==> src/rtl/risc16_sequencer.sv <==
// rtl/risc16_sequencer.sv - multi-cycle control FSM for the RISC-16 datapath
module risc16_sequencer #(
  parameter int MEM_TIMEOUT = 255,
  parameter int TW          = 8
) (
  input  logic       clk,
  input  logic       rst,
  input  logic       run,
  input  logic [2:0] opcode,
  input  logic [6:0] imm7,
  input  logic       alu_eq,
  input  logic       mem_ack,
  output logic       mem_req,
  output logic       mem_we,
  output logic       addr_sel,
  output logic       ir_load,
  output logic       pc_load,
  output logic [1:0] pc_sel,
  output logic       gpr_write_en,
  output logic [1:0] wb_sel,
  output logic       retired,
  output logic       halted,
  output logic       fault
);

  typedef enum logic [2:0] {
    S_IDLE, S_FETCH, S_DECODE, S_EXEC, S_MEM, S_WB, S_HALT, S_FAULT
  } state_t;

  localparam logic [2:0] OP_SW   = 3'd4;
  localparam logic [2:0] OP_LW   = 3'd5;
  localparam logic [2:0] OP_BEQ  = 3'd6;
  localparam logic [2:0] OP_JALR = 3'd7;

  // Counter value seen in the last req cycle allowed before a timeout.
  localparam logic [TW-1:0] LAST_WAIT = TW'(MEM_TIMEOUT - 1);

  state_t        state, state_nxt;
  logic [TW-1:0] wait_cnt;
  logic          req_cycle;
  logic          timeout;

  assign req_cycle = (state == S_FETCH) || (state == S_MEM);
  // An ack on the limit cycle still completes the access.
  assign timeout   = req_cycle && !mem_ack && (wait_cnt == LAST_WAIT);

  // State register; reset abandons any in-flight instruction.
  always_ff @(posedge clk or negedge rst) begin
    if (!rst) state <= S_IDLE;
    else      state <= state_nxt;
  end

  // Wait counter: counts unacknowledged req cycles, zero everywhere else.
  always_ff @(posedge clk or negedge rst) begin
    if (!rst)                       wait_cnt <= '0;
    else if (!req_cycle || mem_ack) wait_cnt <= '0;
    else                            wait_cnt <= wait_cnt + 1'b1;
  end

  // Next-state decode.
  always_comb begin
    state_nxt = state;
    case (state)
      S_IDLE:   if (run) state_nxt = S_FETCH;
      S_FETCH: begin
        if (mem_ack)      state_nxt = S_DECODE;
        else if (timeout) state_nxt = S_FAULT;
      end
      S_DECODE: state_nxt = S_EXEC;
      S_EXEC: begin
        case (opcode)
          OP_SW, OP_LW: state_nxt = S_MEM;
          OP_BEQ:       state_nxt = S_FETCH;
          OP_JALR:      state_nxt = (imm7 == 7'd0) ? S_FETCH : S_HALT;
          default:      state_nxt = S_WB;
        endcase
      end
      S_MEM: begin
        if (mem_ack)      state_nxt = (opcode == OP_SW) ? S_FETCH : S_WB;
        else if (timeout) state_nxt = S_FAULT;
      end
      S_WB:     state_nxt = S_FETCH;
      S_HALT:   state_nxt = S_HALT;
      S_FAULT:  state_nxt = S_FAULT;
      default:  state_nxt = S_IDLE;
    endcase
  end

  // Datapath strobes from state and opcode; ack qualifies completion strobes.
  always_comb begin
    mem_req      = 1'b0;
    mem_we       = 1'b0;
    addr_sel     = 1'b0;
    ir_load      = 1'b0;
    pc_load      = 1'b0;
    pc_sel       = 2'b00;
    gpr_write_en = 1'b0;
    wb_sel       = 2'b00;
    retired      = 1'b0;
    halted       = 1'b0;
    fault        = 1'b0;
    case (state)
      S_FETCH: begin
        mem_req = 1'b1;
        ir_load = mem_ack;
      end
      S_EXEC: begin
        if (opcode == OP_BEQ) begin
          pc_load = 1'b1;
          pc_sel  = alu_eq ? 2'b01 : 2'b00;
          retired = 1'b1;
        end else if (opcode == OP_JALR && imm7 == 7'd0) begin
          gpr_write_en = 1'b1;
          wb_sel       = 2'b10;
          pc_load      = 1'b1;
          pc_sel       = 2'b10;
          retired      = 1'b1;
        end
      end
      S_MEM: begin
        mem_req  = 1'b1;
        addr_sel = 1'b1;
        mem_we   = (opcode == OP_SW);
        if (opcode == OP_SW && mem_ack) begin
          pc_load = 1'b1;
          retired = 1'b1;
        end
      end
      S_WB: begin
        gpr_write_en = 1'b1;
        pc_load      = 1'b1;
        retired      = 1'b1;
        wb_sel       = (opcode == OP_LW) ? 2'b01 : 2'b00;
      end
      S_HALT:  halted = 1'b1;
      S_FAULT: fault  = 1'b1;
      default: ;
    endcase
  end

endmodule

==> config.mk <==
export PLATFORM = sky130hd
export DESIGN_NAME = risc16_sequencer
export DESIGN_NICKNAME = d
export VERILOG_FILES = /design/src/rtl/risc16_sequencer.sv
export SDC_FILE = /design/constraint.sdc
export NUM_CORES = 1
export LEC_CHECK = 0
export BUFFER_PORTS_ARGS = -buffer_cell sky130_fd_sc_hd__buf_4
export CORE_MARGIN = 3
export CORE_UTILIZATION = 51
export DETAILED_ROUTE_END_ITERATION = 12
export PLACE_DENSITY_LB_ADDON = 0.2
export SLEW_MARGIN = 20
export SYNTH_ARGS = -nofsm -noshare
export SYNTH_HDL_FRONTEND = slang
export SYNTH_SLANG_ARGS = --single-unit
==> constraint.sdc <==
create_clock -name clk -period 4.7 [get_ports clk]
set_input_delay 0.94 -clock clk [delete_from_list [all_inputs] [get_ports clk]]
set_output_delay 0.94 -clock clk [all_outputs]
set_load 0.02 [all_outputs]
=== Word-level counts from Yosys, hierarchy flattened ===
Index checks and enable logic that the tools add are counted.

* Multiplexer cells: 28
* $add $sub $neg: 1
* Reduce and logical (&&, ||, !) cells: 12
* Eq/ne operators: 13

{| class="wikitable"
|+ Operators by type and width
! operator !! count
|-
| 3-bit == test, second input constant || 8
|-
| 3-bit one-hot mux with 8 select lines || 1
|-
| 3-bit two-way mux || 6
|-
| 1-bit two-way mux || 12
|-
| 3-bit one-hot mux with 3 select lines || 1
|-
| 8-bit by 1-bit adder with 8-bit output, second input constant || 1
|-
| 8-bit == test, second input constant || 1
|-
| 2-bit two-way mux || 4
|-
| 8-bit two-way mux || 1
|-
| 7-bit logical NOT || 1
|-
| 3-bit by 2-bit == test with 1-bit output, second input constant || 2
|-
| 1-bit logical AND || 4
|-
| 2-bit one-hot mux with 2 select lines || 1
|-
| 2-bit OR reduction || 2
|-
| 3-bit by 1-bit == test with 1-bit output, second input constant || 1
|-
| 3-bit logical NOT || 1
|-
| 1-bit one-hot mux with 3 select lines || 1
|-
| 1-bit logical NOT || 2
|-
| 1-bit logical OR || 2
|-
| 2-bit != test, second input constant || 1
|-
| 1-bit one-hot mux with 2 select lines || 1
|}

* Output and inout bits: 13
* Input port bits: 15
* Register bits after elaboration: 11
* Word-level logic and storage cells: 56

=== Logic depth before layout (Yosys ltp) ===
Gate-level depths: netlist (run 1).

* Word-level depth: 7
* Gate-level depth with buffers: 6
* Mapped depth without buffers: 6

=== Worst setup path after synthesis (run 1) ===
OpenSTA, ideal clock, no wires.

* Path kind: input to output
* Start: in imm7[2]
* End: out gpr_write_en
* Stages: 3
* Arrival: 2.270 ns
* Data required time: 3.760 ns
* Buffers on the path: 0
* Path slack: 1.490 ns
* Path through: or4_4 -> or4_4 -> o21ai_1

* Word-level cells in the longest chain between the ends: 5

{| class="wikitable"
|+ RTL lines
! item !! line !! RTL
|-
| from (decl) || 10 || <nowiki>input logic [6:0] imm7,</nowiki>
|-
| 7-bit logical NOT || 112 || <nowiki>end else if (opcode == OP_JALR && imm7 == 7'd0) begin</nowiki>
|-
| 1-bit logical AND || 112 ||
|-
| 1-bit two-way mux || 112 ||
|-
| 1-bit two-way mux || 108 || <nowiki>if (opcode == OP_BEQ) begin</nowiki>
|-
| 1-bit one-hot mux with 2 select lines || 102 || <nowiki>case (state)</nowiki>
|-
| to (decl) || 19 || <nowiki>output logic gpr_write_en,</nowiki>
|}

No other way between the ends.

=== Final worst setup path (run 1) ===
Same ends and word-level chain as after synthesis.

==> results.md, run 1 <==
- F_max: 301 MHz
- CP endpoint kind: primary output
- Layout Skew: 0.00243 ns
- Die W: 44.4 um
- Place WS: 1.37 ns
- Share of layout cells above drive strength 1: 31.6%
- First-pass GRT wire length: 2.94 mm
- Wire per inst: 14.2 um
- Post-route total power: 421 uW
- P_leak: 0.447 nW
- Via count: 744
- Arrival @ worst endpoint: 2.38 ns
- IO Pins: 28
- Setup bufs post-CTS: 0
- Post-Synthesis Net Count: 104
- Largest cells by area after synthesis: dfrtp_1 (37%), nor2_1 (6.0%), nor4bb_1 (4.0%), nand2_1 (3.5%), xor2_1 (3.5%)
- RSZ-0062 raised after global routing: no
- Rows: 13
- Ys flop type: dfrtp_1
- Placer congestion estimate: 0.844
- Hold Buf Count CTS: 0
- Worst-Skew Late Latency: 0.26 ns
- Multi-input logic area: 449 sq um
- CTS H-tree depth: 1
- Register area share after synthesis: 36.6%
- CTS root buffer: clkbuf_4
- DIE AREA: 0.00197 sq mm
- Final worst-path cycle share: 70.7%
- Tightest Hold Check Type: in -> async
- First-iteration detailed-routing DRC count: 16
- Adder-Cell Fraction of Synth Area: 3.33%
- Synth top area share: 36.6%
- Die H: 44.4 um
- Fin area: 980 sq um
- Mean Syn Cell Area: 8.64 sq um
- Leading area contributor after synthesis: dfrtp_1
- Yosys cell types: 34
- Post-synthesis mux area share: 0%
- WS Path Type: in -> out
- Post-placement cell area: 953 sq um
- Yosys warning total: 0
- Largest net degree at the start of global routing: 13
- Worst hold margin: 0.487 ns
- Worst-path clk slew: 0.07 ns
- Post-synthesis simple-gate area fraction: 37.6%
- Max Root-Sink Buffers: 2
- Rel. slew slack: 75.8%
- TritonCTS clock tree: built
- ANT cells: 0
- Detail Route Antenna Nets: 0
- CP Max Fanout: 4
- Power density over cell area: 429 mW/mm^2
- Slew @ Worst Pin: 0.361 ns
- Routed wire length: 1.83 mm
- Core area: 0.00135 sq mm
- Asr flop ratio synth: 100%
- # port buffers: 27
- Final Hold Vio Count: 0
- Area delta synth->final: 30.3%
- Final setup violation count: 0
- Clock sinks: 11
- Largest family of logic cells by synthesized area: simple AND/OR/NAND/NOR gates
- Crit path required time: 3.76 ns
- Antenna violations before repair: 0
- Cells after synthesis: 87
- Final nets: 132
- TritonCTS Buffers: 3
- Most common cell after layout, fill and taps aside: buf_4
- Detailed-placement wirelength estimate: 1.41 mm
- Gr usage total: 20.2%
- Mapped cell area: 752 sq um
- Slew Viols, Final: 0
- VDD IR max: 346 uV
- Final worst path period need: 3.32 ns
- TNS Setup: 0 ns
- Compound-Gate Fraction of Synth Area: 13.0%
- Final WS setup: 1.38 ns
- Post-synth EDFFs: 0
- Synth Register Bits: 11
- Reg area: 275 sq um
- Status: complete, no violations
- Overflow after GRT: 0
- Max-Cap Viols: 0
- Via-per-instance ratio: 5.77
- DRC viols: 0
- Post-CTS resize count: 0
- Via count of the first global-routing pass: 676
- Initial core utilization: 55.7%
- Fillers: 115
- CP Launch Type: input pin
- First drt pass iteration count: 4
- Commonest non-fill, non-tap cells in the layout: buf_4 (27), nor2_1 (12), dfrtp_1 (11)
- XOR/XNOR Fraction of Synth Area: 5.82%
## final cells by class
type / instances / share of cell area, %
multi-input cells: 70 / 45.8
flip-flops and latches: 11 / 28.1
repair buffers: 27 / 20.7
clock buffers: 4 / 2.68
well taps: 15 / 1.92
inverters: 2 / 0.766
## stage by stage
step	utilization, %	instances
global placement	70.6	125
CTS	72.6	129
finish	72.6	129
detailed placement	70.6	125
floorplan	-	87
global route	72.6	129
## worst paths after layout
| path | startpoint | endpoint | slack [ns] | depth (start not counted) |
|---|---|---|---|---|
| max in group asynchronous | rst | state[1]$_DFFE_PN0P_ | 4.06 | 1 |
| worst min-delay path | rst | wait_cnt[3]$_DFF_PN0_ | 0.49 | 1 |
| worst max register to register | state[1]$_DFFE_PN0P_ | state[2]$_DFFE_PN0P_ | 3.03 | 4 |
| worst max-delay path | imm7[2] | gpr_write_en | 1.38 | 5 |
| worst min register to register | wait_cnt[0]$_DFF_PN0_ | wait_cnt[0]$_DFF_PN0_ | 0.49 | 1 |
| min in group clk | wait_cnt[0]$_DFF_PN0_ | wait_cnt[0]$_DFF_PN0_ | 0.49 | 1 |
## worst max-delay path: stages
cell     delay, ns
buf_4         0.11
or4_4         0.54
or4_4         0.46
o21ai_1       0.17
buf_4         0.16
## cell families (layout without fill, tap and decap cells)
group	after synthesis	after routing
buffers and inverters	6	33
AOI/OAI and AO/OA	14	14
and+or+nand+nor	49	49
adders and majority gates	2	2
xor gates and xnor gates	5	5
DFF	11	11
## metal layers
metal / GRT usage [%] / routed length, um / up-vias
met5: 0 / 0 / -
met1: 25.3 / 785 / 354
met3: 8.13 / 131 / 2
met4: 2.41 / 4 / 0
li1: - / - / 366
met2: 33.7 / 906 / 22
## state kept, by name (all words and copies together) (netlist names)
| signal | count |
|---|---|
| wait_cnt | 8 |
| state | 3 |
## power breakdown
group / internal (mW) / switching, mW / leakage [nW]
Clock: 0.0328 / 0.0300 / 0.0150
Combinational: 0.0930 / 0.118 / 0.284
Sequential: 0.113 / 0.0340 / 0.148
## synthesized netlist by cell type, types with 3 or more instances
| library cell | instances |
|---|---|
| dfrtp_1 | 11 |
| nand2_1 | 7 |
| nand3_1 | 5 |
| nor2_1 | 12 |
| nor2b_1 | 4 |
| nor3_1 | 3 |
| nor4bb_1 | 3 |
| o21ai_0 | 5 |
| xor2_1 | 3 |
No activity file was read; power rests on OpenSTA's default activity.
==> run 2, diff against run 1 <==
--- a/config.mk
+++ b/config.mk
@@ -5,9 +5,10 @@
 export SDC_FILE = /design/constraint.sdc
 export NUM_CORES = 1
 export LEC_CHECK = 0
+export ABC_AREA = 1
 export BUFFER_PORTS_ARGS = -buffer_cell sky130_fd_sc_hd__buf_4
 export CORE_MARGIN = 3
-export CORE_UTILIZATION = 51
+export CORE_UTILIZATION = 42
 export DETAILED_ROUTE_END_ITERATION = 12
 export PLACE_DENSITY_LB_ADDON = 0.2
 export SLEW_MARGIN = 20
==> constraint.sdc (replaced) <==
create_clock -name clk -period 2.9 [get_ports clk]
set_input_delay 0.58 -clock clk [delete_from_list [all_inputs] [get_ports clk]]
set_output_delay 0.58 -clock clk [all_outputs]
set_load 0.02 [all_outputs]
==> run 2 against run 1 <==
Against the previous run:
- synthesized area decreased by 0.17%
- sequential power increased by 54%
- count of clock-buffer cells in the layout unchanged
- worst setup slack got worse by 0.79 ns
- routed wire length decreased by 6.8%
- clock power increased by 62%
- power increased by 63%
- critical path depth increased by 1
- critical endpoint unchanged
- largest cell class unchanged
==> results.md, run 2 <==
- Mean Syn Cell Area: 6.82 sq um (was 8.64 sq um)
- DIE AREA: 0.00233 sq mm (was 0.00197 sq mm)
- CTS root buffer: clkbuf_4 (unchanged)
- Largest cells by area after synthesis: dfrtp_1 (37%), nand2_1 (13%), nor2_1 (10%), inv_1 (5.5%), nand3_1 (5.3%) (was dfrtp_1 (37%), nor2_1 (6.0%), nor4bb_1 (4.0%), nand2_1 (3.5%), xor2_1 (3.5%))
- # port buffers: 27 (unchanged)
- Overflow after GRT: 0 (unchanged)
- Via count: 788 (was 744)
- CP endpoint kind: primary output (unchanged)
- Register area share after synthesis: 36.7% (was 36.6%)
- Antenna violations before repair: 0 (unchanged)
- Wire per inst: 10.5 um (was 14.2 um)
- Largest regs: wait_cnt: 8 flops, state: 3 flops (unchanged)
- CP max stage cell: dfrtp_1 (was or4_4)
- TritonCTS clock tree: built (unchanged)
- Post-synth EDFFs: 0 (unchanged)
- Most common cell after layout, fill and taps aside: buf_4 (unchanged)
- Top cells by count, synth: nand2_1 (26), nor2_1 (21), dfrtp_1 (11), inv_1 (11), nand3_1 (8) (was nor2_1 (12), dfrtp_1 (11), nand2_1 (7), nand3_1 (5), o21ai_0 (5))
- Fillers: 147 (was 115)
- RSZ-0062 raised after global routing: no (unchanged)
- Final setup violation count: 0 (unchanged)
- Final worst path period need: 2.31 ns
- Slew Viols, Final: 0 (unchanged)
- Detail Route Antenna Nets: 0 (unchanged)
- CP bufs+invs: 2 (unchanged)
- CTS H-tree depth: 1 (unchanged)
- Worst path top cell family by delay: flip-flops (was simple AND/OR/NAND/NOR gates)
- Final worst-path cycle share: 79.5%
- Crit path required time: 2.32 ns (was 3.76 ns)
- Most numerous cell in the Yosys netlist: nand2_1 (was nor2_1)
- WS Path Type: reg -> out (was in -> out)
- Yosys warning total: 0 (unchanged)
- Hold Buf Count CTS: 0 (unchanged)
- Core area: 0.00159 sq mm (was 0.00135 sq mm)
- CP Max Fanout: 8 (was 4)
- Crit-path cells: inv_2 > nand3_1 > nor2_2 > nand2_1 > o31ai_1 > buf_4 (was buf_4 > or4_4 > or4_4 > o21ai_1 > buf_4)
- Ys flop type: dfrtp_1 (unchanged)
- Via count of the first global-routing pass: 693 (was 676)
- Placer congestion estimate: 0.933 (was 0.844)
- Layout Skew: 0.00327 ns (was 0.00243 ns)
- Mapped cell area: 751 sq um (was 752 sq um)
- Die H: 48.3 um (was 44.4 um)
- Worst-Skew Late Latency: 0.27 ns (was 0.26 ns)
- P_leak: 0.521 nW (was 0.447 nW)
- Arrival @ worst endpoint: 1.73 ns (was 2.38 ns)
- Max-Cap Viols: 0 (unchanged)
- Worst-path clk slew: 0.07 ns (about the same)
- Clock sinks: 11 (unchanged)
- Final nets: 157 (was 132)
- TNS Setup: 0 ns (unchanged)
- Rel. slew slack: 80.7% (was 75.8%)
- Synth top area share: 36.7% (was 36.6%)
- Initial core utilization: 47.1% (was 55.7%)
- Tightest Hold Check Type: in -> async (unchanged)
- TritonCTS Buffers: 3 (unchanged)
- Post-CTS resize count: 0 (unchanged)
- Max reg flops: 8 (unchanged)
- IO Pins: 28 (unchanged)
- Worst hold margin: 0.130 ns (was 0.487 ns)
- Max Root-Sink Buffers: 2 (unchanged)
- First-iteration detailed-routing DRC count: 11 (was 16)
- F_max: 434 MHz
- Rows: 14 (was 13)
- Area delta synth->final: 32.8% (was 30.3%)
- Die W: 48.3 um (was 44.4 um)
- CP max stage delay: 0.47 ns (was 0.54 ns)
- Final Hold Vio Count: 0 (unchanged)
- CP Launch Type: flip-flop (was input pin)
- Cells after synthesis: 110 (was 87)
- Detailed-placement wirelength estimate: 1.41 mm (about the same)
- Slew @ Worst Pin: 0.287 ns (was 0.361 ns)
- Routed wire length: 1.70 mm (was 1.83 mm)
- Status: complete, no violations (unchanged)
- DRC viols: 0 (unchanged)
- Setup bufs post-CTS: 0 (unchanged)
- Commonest non-fill, non-tap cells in the layout: buf_4 (27), nand2_1 (26), nor2_1 (21) (was buf_4 (27), nor2_1 (12), dfrtp_1 (11))
- Gr usage total: 17.5% (was 20.2%)
- Layout Utilization: 62.6% (was 72.6%)
- Largest net degree at the start of global routing: 12 (was 13)
- Yosys cell types: 23 (was 34)
- Leading area contributor after synthesis: dfrtp_1 (unchanged)
- ANT cells: 0 (unchanged)
- VDD IR max: 359 uV (was 346 uV)
- Asr flop ratio synth: 100% (unchanged)
- Post-Synthesis Net Count: 127 (was 104)
- Via-per-instance ratio: 4.83 (was 5.77)
- Largest reg by FF count: wait_cnt (unchanged)
- Share of layout cells above drive strength 1: 27.3% (was 31.6%)
- First drt pass iteration count: 4 (unchanged)
- Power density over cell area: 689 mW/mm^2 (was 429 mW/mm^2)
- First-pass GRT wire length: 2.88 mm (was 2.94 mm)
- Synth Register Bits: 11 (unchanged)
run 2: changes by cell type after synthesis, moves of 3 or more:
cell / delta
a21oi_1: +3
inv_1: +9
nand2_1: +19
nand3_1: +3
nor2_1: +9
nor2b_1: -4
nor4bb_1: -3
run 2: final cells by class:
cell class	instances	area (sq um)	area share [%]
multi-input cells	84	414	41.5
repair buffers	27	203	20.3
well taps	24	30.0	3.01
flip-flops and latches	11	275	27.6
clock buffers	4	26.3	2.63
inverters	13	48.8	4.89
run 2: cells by family (layout without fill, tap and decap cells):
group	count (synthesis)	in the layout	share of synthesized area [%]
simple gates	69	69	41.0
flops	11	11	36.7
fa+ha+maj	2	2	3.33
buf+inv	15	44	8.17
compound gates	10	10	7.33
xor+xnor	3	3	3.50
run 2: final timing paths:
check	startpoint	to	slack, ns	depth (start not counted)
min	rst	state[2]$_DFFE_PN0P_	0.13	1
max in group asynchronous	rst	wait_cnt[4]$_DFF_PN0_	2.62	1
max reg2reg	state[2]$_DFFE_PN0P_	state[1]$_DFFE_PN0P_	1.48	6
max	state[2]$_DFFE_PN0P_	gpr_write_en	0.59	6
min in group clk	wait_cnt[0]$_DFF_PN0_	wait_cnt[0]$_DFF_PN0_	0.49	1
min reg2reg	wait_cnt[0]$_DFF_PN0_	wait_cnt[0]$_DFF_PN0_	0.49	1
run 2: through the flow:
step	cells	cell area (sq um)	total power [mW]	setup WS, ns
2_1_floorplan	110	751	0.470	0.823
3_3_place_gp	159	971	0.580	0.843
3_5_place_dp	159	971	0.588	0.813
4_1_cts	163	997	0.692	0.599
5_1_grt	163	997	0.746	0.488
6_report	163	997	0.688	0.593
run 2: metal layers:
layer	GRT usage, %	wire length, um	up-vias
li1	-	-	410
met1	22.9	808	347
met2	27.1	769	31
met3	7.38	127	0
met4	3.23	0	0
met5	0	0	-
run 2: power by group:
group	leakage, nW	switching (mW)	internal, mW
Combinational	0.358	0.222	0.137
Sequential	0.148	0.0438	0.183
Clock	0.0150	0.0487	0.0533
Total	0.521	0.315	0.373
==> run 3, diff against run 2 <==
--- a/config.mk
+++ b/config.mk
@@ -5,7 +5,7 @@
 export SDC_FILE = /design/constraint.sdc
 export NUM_CORES = 1
 export LEC_CHECK = 0
-export ABC_AREA = 1
+export ABC_AREA = 0
 export BUFFER_PORTS_ARGS = -buffer_cell sky130_fd_sc_hd__buf_4
 export CORE_MARGIN = 3
 export CORE_UTILIZATION = 42
==> constraint.sdc (replaced) <==
create_clock -name clk -period 1.9 [get_ports clk]
set_input_delay 0.38 -clock clk [delete_from_list [all_inputs] [get_ports clk]]
set_output_delay 0.38 -clock clk [all_outputs]
set_load 0.02 [all_outputs]
==> run 3 against run 2 <==
Against the previous run:
- worst hold slack gained 0.28 ns
- register-to-register slack lost 1.3 ns
- largest cell class unchanged
- critical path depth decreased by 1
- highest routed layer is now met4
- the run now ends with negative setup slack left
- sequential cell count did not move
- sequential share of layout area fell by 4.5 points
- combinational power is 110% higher
==> results.md, run 3 (synthesis gave the netlist of run 1 again) <==
- Via count of the first global-routing pass: 730 (was 693)
- Pint: 738 uW (was 373 uW)
- Rel. slew slack: 76.9% (was 80.7%)
- Detailed-placement wirelength estimate: 1.46 mm (was 1.41 mm)
- RSZ-0062 raised after global routing: yes (was no)
- Antenna violations before repair: 0 (unchanged)
- Gr usage total: 17.5% (about the same)
- Post-route total power: 1.26 mW (was 688 uW)
- Max Root-Sink Buffers: 2 (unchanged)
- CTS root buffer: clkbuf_4 (unchanged)
- TritonCTS Buffers: 3 (unchanged)
- Sequential share of power: 26.5% (was 33.0%)
- Slew @ Worst Pin: 0.343 ns (was 0.287 ns)
- Worst-path clk slew: 0.06 ns (was 0.07 ns)
- WS Path Type: in -> out (was reg -> out)
- F_max: 464 MHz
- Via-per-instance ratio: 5.37 (was 4.83)
- First-pass GRT wire length: 3.28 mm (was 2.88 mm)
- Slew Viols, Final: 0 (unchanged)
- Initial core utilization: 47.2% (was 47.1%)
- P_leak: 0.536 nW (was 0.521 nW)
- TritonCTS clock tree: built (unchanged)
- Status: complete, but fails checks (was complete, no violations)
- Final Hold Vio Count: 0 (unchanged)
- Power density over cell area: 1050 mW/mm^2 (was 689 mW/mm^2)
- # port buffers: 27 (unchanged)
- Non-filler cells, final: 150 (was 163)
- CP endpoint kind: primary output (unchanged)
- DIE AREA: 0.00233 sq mm (about the same)
- VDD IR max: 903 uV (was 359 uV)
- Reg2reg path depth: 5 (was 6)
- Area delta synth->final: 59.4% (was 32.8%)
- Largest net degree at the start of global routing: 12 (unchanged)
- Clock sinks: 11 (unchanged)
- Layout Skew: 0.00775 ns (was 0.00327 ns)
- Most common cell after layout, fill and taps aside: buf_4 (unchanged)
- Placed insts: 140 (was 159)
- Arrival @ worst endpoint: 1.78 ns (was 1.73 ns)
- Via count: 805 (was 788)
- CP Max Fanout: 4 (was 8)
- Detail Route Antenna Nets: 0 (unchanged)
- Overflow after GRT: 0 (unchanged)
- Violated checks: negative setup slack
- Final worst path period need: 2.16 ns
- Layout Utilization: 75.2% (was 62.6%)
- Routed wire length: 1.99 mm (was 1.70 mm)
- Clock share of power: 12.9% (was 14.8%)
- DRC viols: 0 (unchanged)
- Worst-Skew Late Latency: 0.28 ns (was 0.27 ns)
- Die H: 48.3 um (about the same)
- First drt pass iteration count: 4 (unchanged)
- Die W: 48.3 um (about the same)
- Crit path required time: 1.52 ns (was 2.32 ns)
- Max-Cap Viols: 0 (unchanged)
- Final WS setup: -0.257 ns (was 0.593 ns)
- Tightest Hold Check Type: in -> reg (was in -> async)
- Switch Pwr: 524 uW (was 315 uW)
- Core area: 0.00159 sq mm (unchanged)
- Final nets: 144 (was 157)
- ANT cells: 0 (unchanged)
- WHS Path Cells: 3
- CTS H-tree depth: 1 (unchanged)
- Wire per inst: 13.3 um (was 10.5 um)
- Final setup violation count: 5 (was 0)
- Fillers: 118 (was 147)
- Share of layout cells above drive strength 1: 46.8% (was 27.3%)
- Max reg flops: 8 (unchanged)
- Commonest non-fill, non-tap cells in the layout: buf_4 (30), dfrtp_1 (10), nor2_1 (8), buf_6 (8), nand2_1 (6) (was buf_4 (27), nand2_1 (26), nor2_1 (21))
- Net Sw Frac: 41.5% (was 45.8%)
- Largest regs: wait_cnt: 8 flops, state: 3 flops (unchanged)
- Rows: 14 (unchanged)
- First-iteration detailed-routing DRC count: 18 (was 11)
- Combinational share of power: 60.6% (was 52.2%)
- CP Launch Type: input pin (was flip-flop)
- Placer congestion estimate: 0.842 (was 0.933)
- Largest reg by FF count: wait_cnt (unchanged)
- Final worst-path cycle share: 114%
- IO Pins: 28 (unchanged)
[run 3: stage by stage]
step / worst slack, ns / cell area, sq um / TNS (ns) / hold WS (ns)
final: -0.257 / 1200 / -0.987 / 0.407
after global routing: -0.283 / 1200 / -1.22 / 0.440
after CTS: -0.266 / 1150 / -1.06 / 0.394
after detailed placement: -0.294 / 1040 / -1.37 / 0.220
after global placement: -0.267 / 1040 / -1.21 / 0.219
after floorplan: -0.0840 / 787 / -0.240 / 0.0844
[run 3: final cells by class]
| cell class | instances | area [sq um] | share of cell area (%) |
|---|---|---|---|
| multi-input combinational | 70 | 533 | 44.5 |
| timing repair buffer | 39 | 325 | 27.1 |
| clock buffer | 4 | 26.3 | 2.19 |
| inverter | 2 | 7.51 | 0.626 |
| tap | 24 | 30.0 | 2.51 |
| sequential | 11 | 277 | 23.1 |
[run 3: timing repair]
item | 4_1_cts | 5_1_grt
pin swaps | 3 | 4
resized for setup | 10 | 8
hold endpoints to repair | 11 | 0
endpoints found under the setup margin | 8 | 8
buffers inserted | 4 | 1
hold buffers | 1 | 0
[run 3: power by group through the flow]
| stage | clock (mW) | sequential, mW | combinational, mW |
|---|---|---|---|
| detailed placement | 0 | 0.346 | 0.597 |
| finish | 0.163 | 0.335 | 0.764 |
| global route | 0.177 | 0.341 | 0.824 |
| floorplan | 0 | 0.314 | 0.418 |
| global placement | 0 | 0.344 | 0.587 |
| CTS | 0.165 | 0.322 | 0.700 |
[run 3: worst max-delay path, cell delays in order]
cell     delay (ns)
buf_6          0.09
or4_4          0.53
or4_4          0.50
o21ai_4        0.15
buf_6          0.13
[run 3: path summary, 6_finish.rpt]
| path | from | endpoint | slack [ns] |
|---|---|---|---|
| max | imm7[2] | gpr_write_en | -0.26 |
| min reg2reg | wait_cnt[0]$_DFF_PN0_ | wait_cnt[0]$_DFF_PN0_ | 0.50 |
| max in group asynchronous | rst | state[1]$_DFFE_PN0P_ | 1.28 |
| min in group asynchronous | rst | wait_cnt[2]$_DFF_PN0_ | 0.47 |
| min | run | state[0]$_DFFE_PN0P_ | 0.41 |
| max reg2reg | state[1]$_DFFE_PN0P_ | state[2]$_DFFE_PN0P_ | 0.17 |
[run 3: routing by layer]
metal	vias up	part of all wire [%]	GRT usage, %	wire length (um)
met1	390	42	21.6	829
met2	21	50	29.1	996
met3	5	6.8	5.52	135
li1	389	-	-	-
met5	-	0	0	0
met4	0	1.5	5.69	30
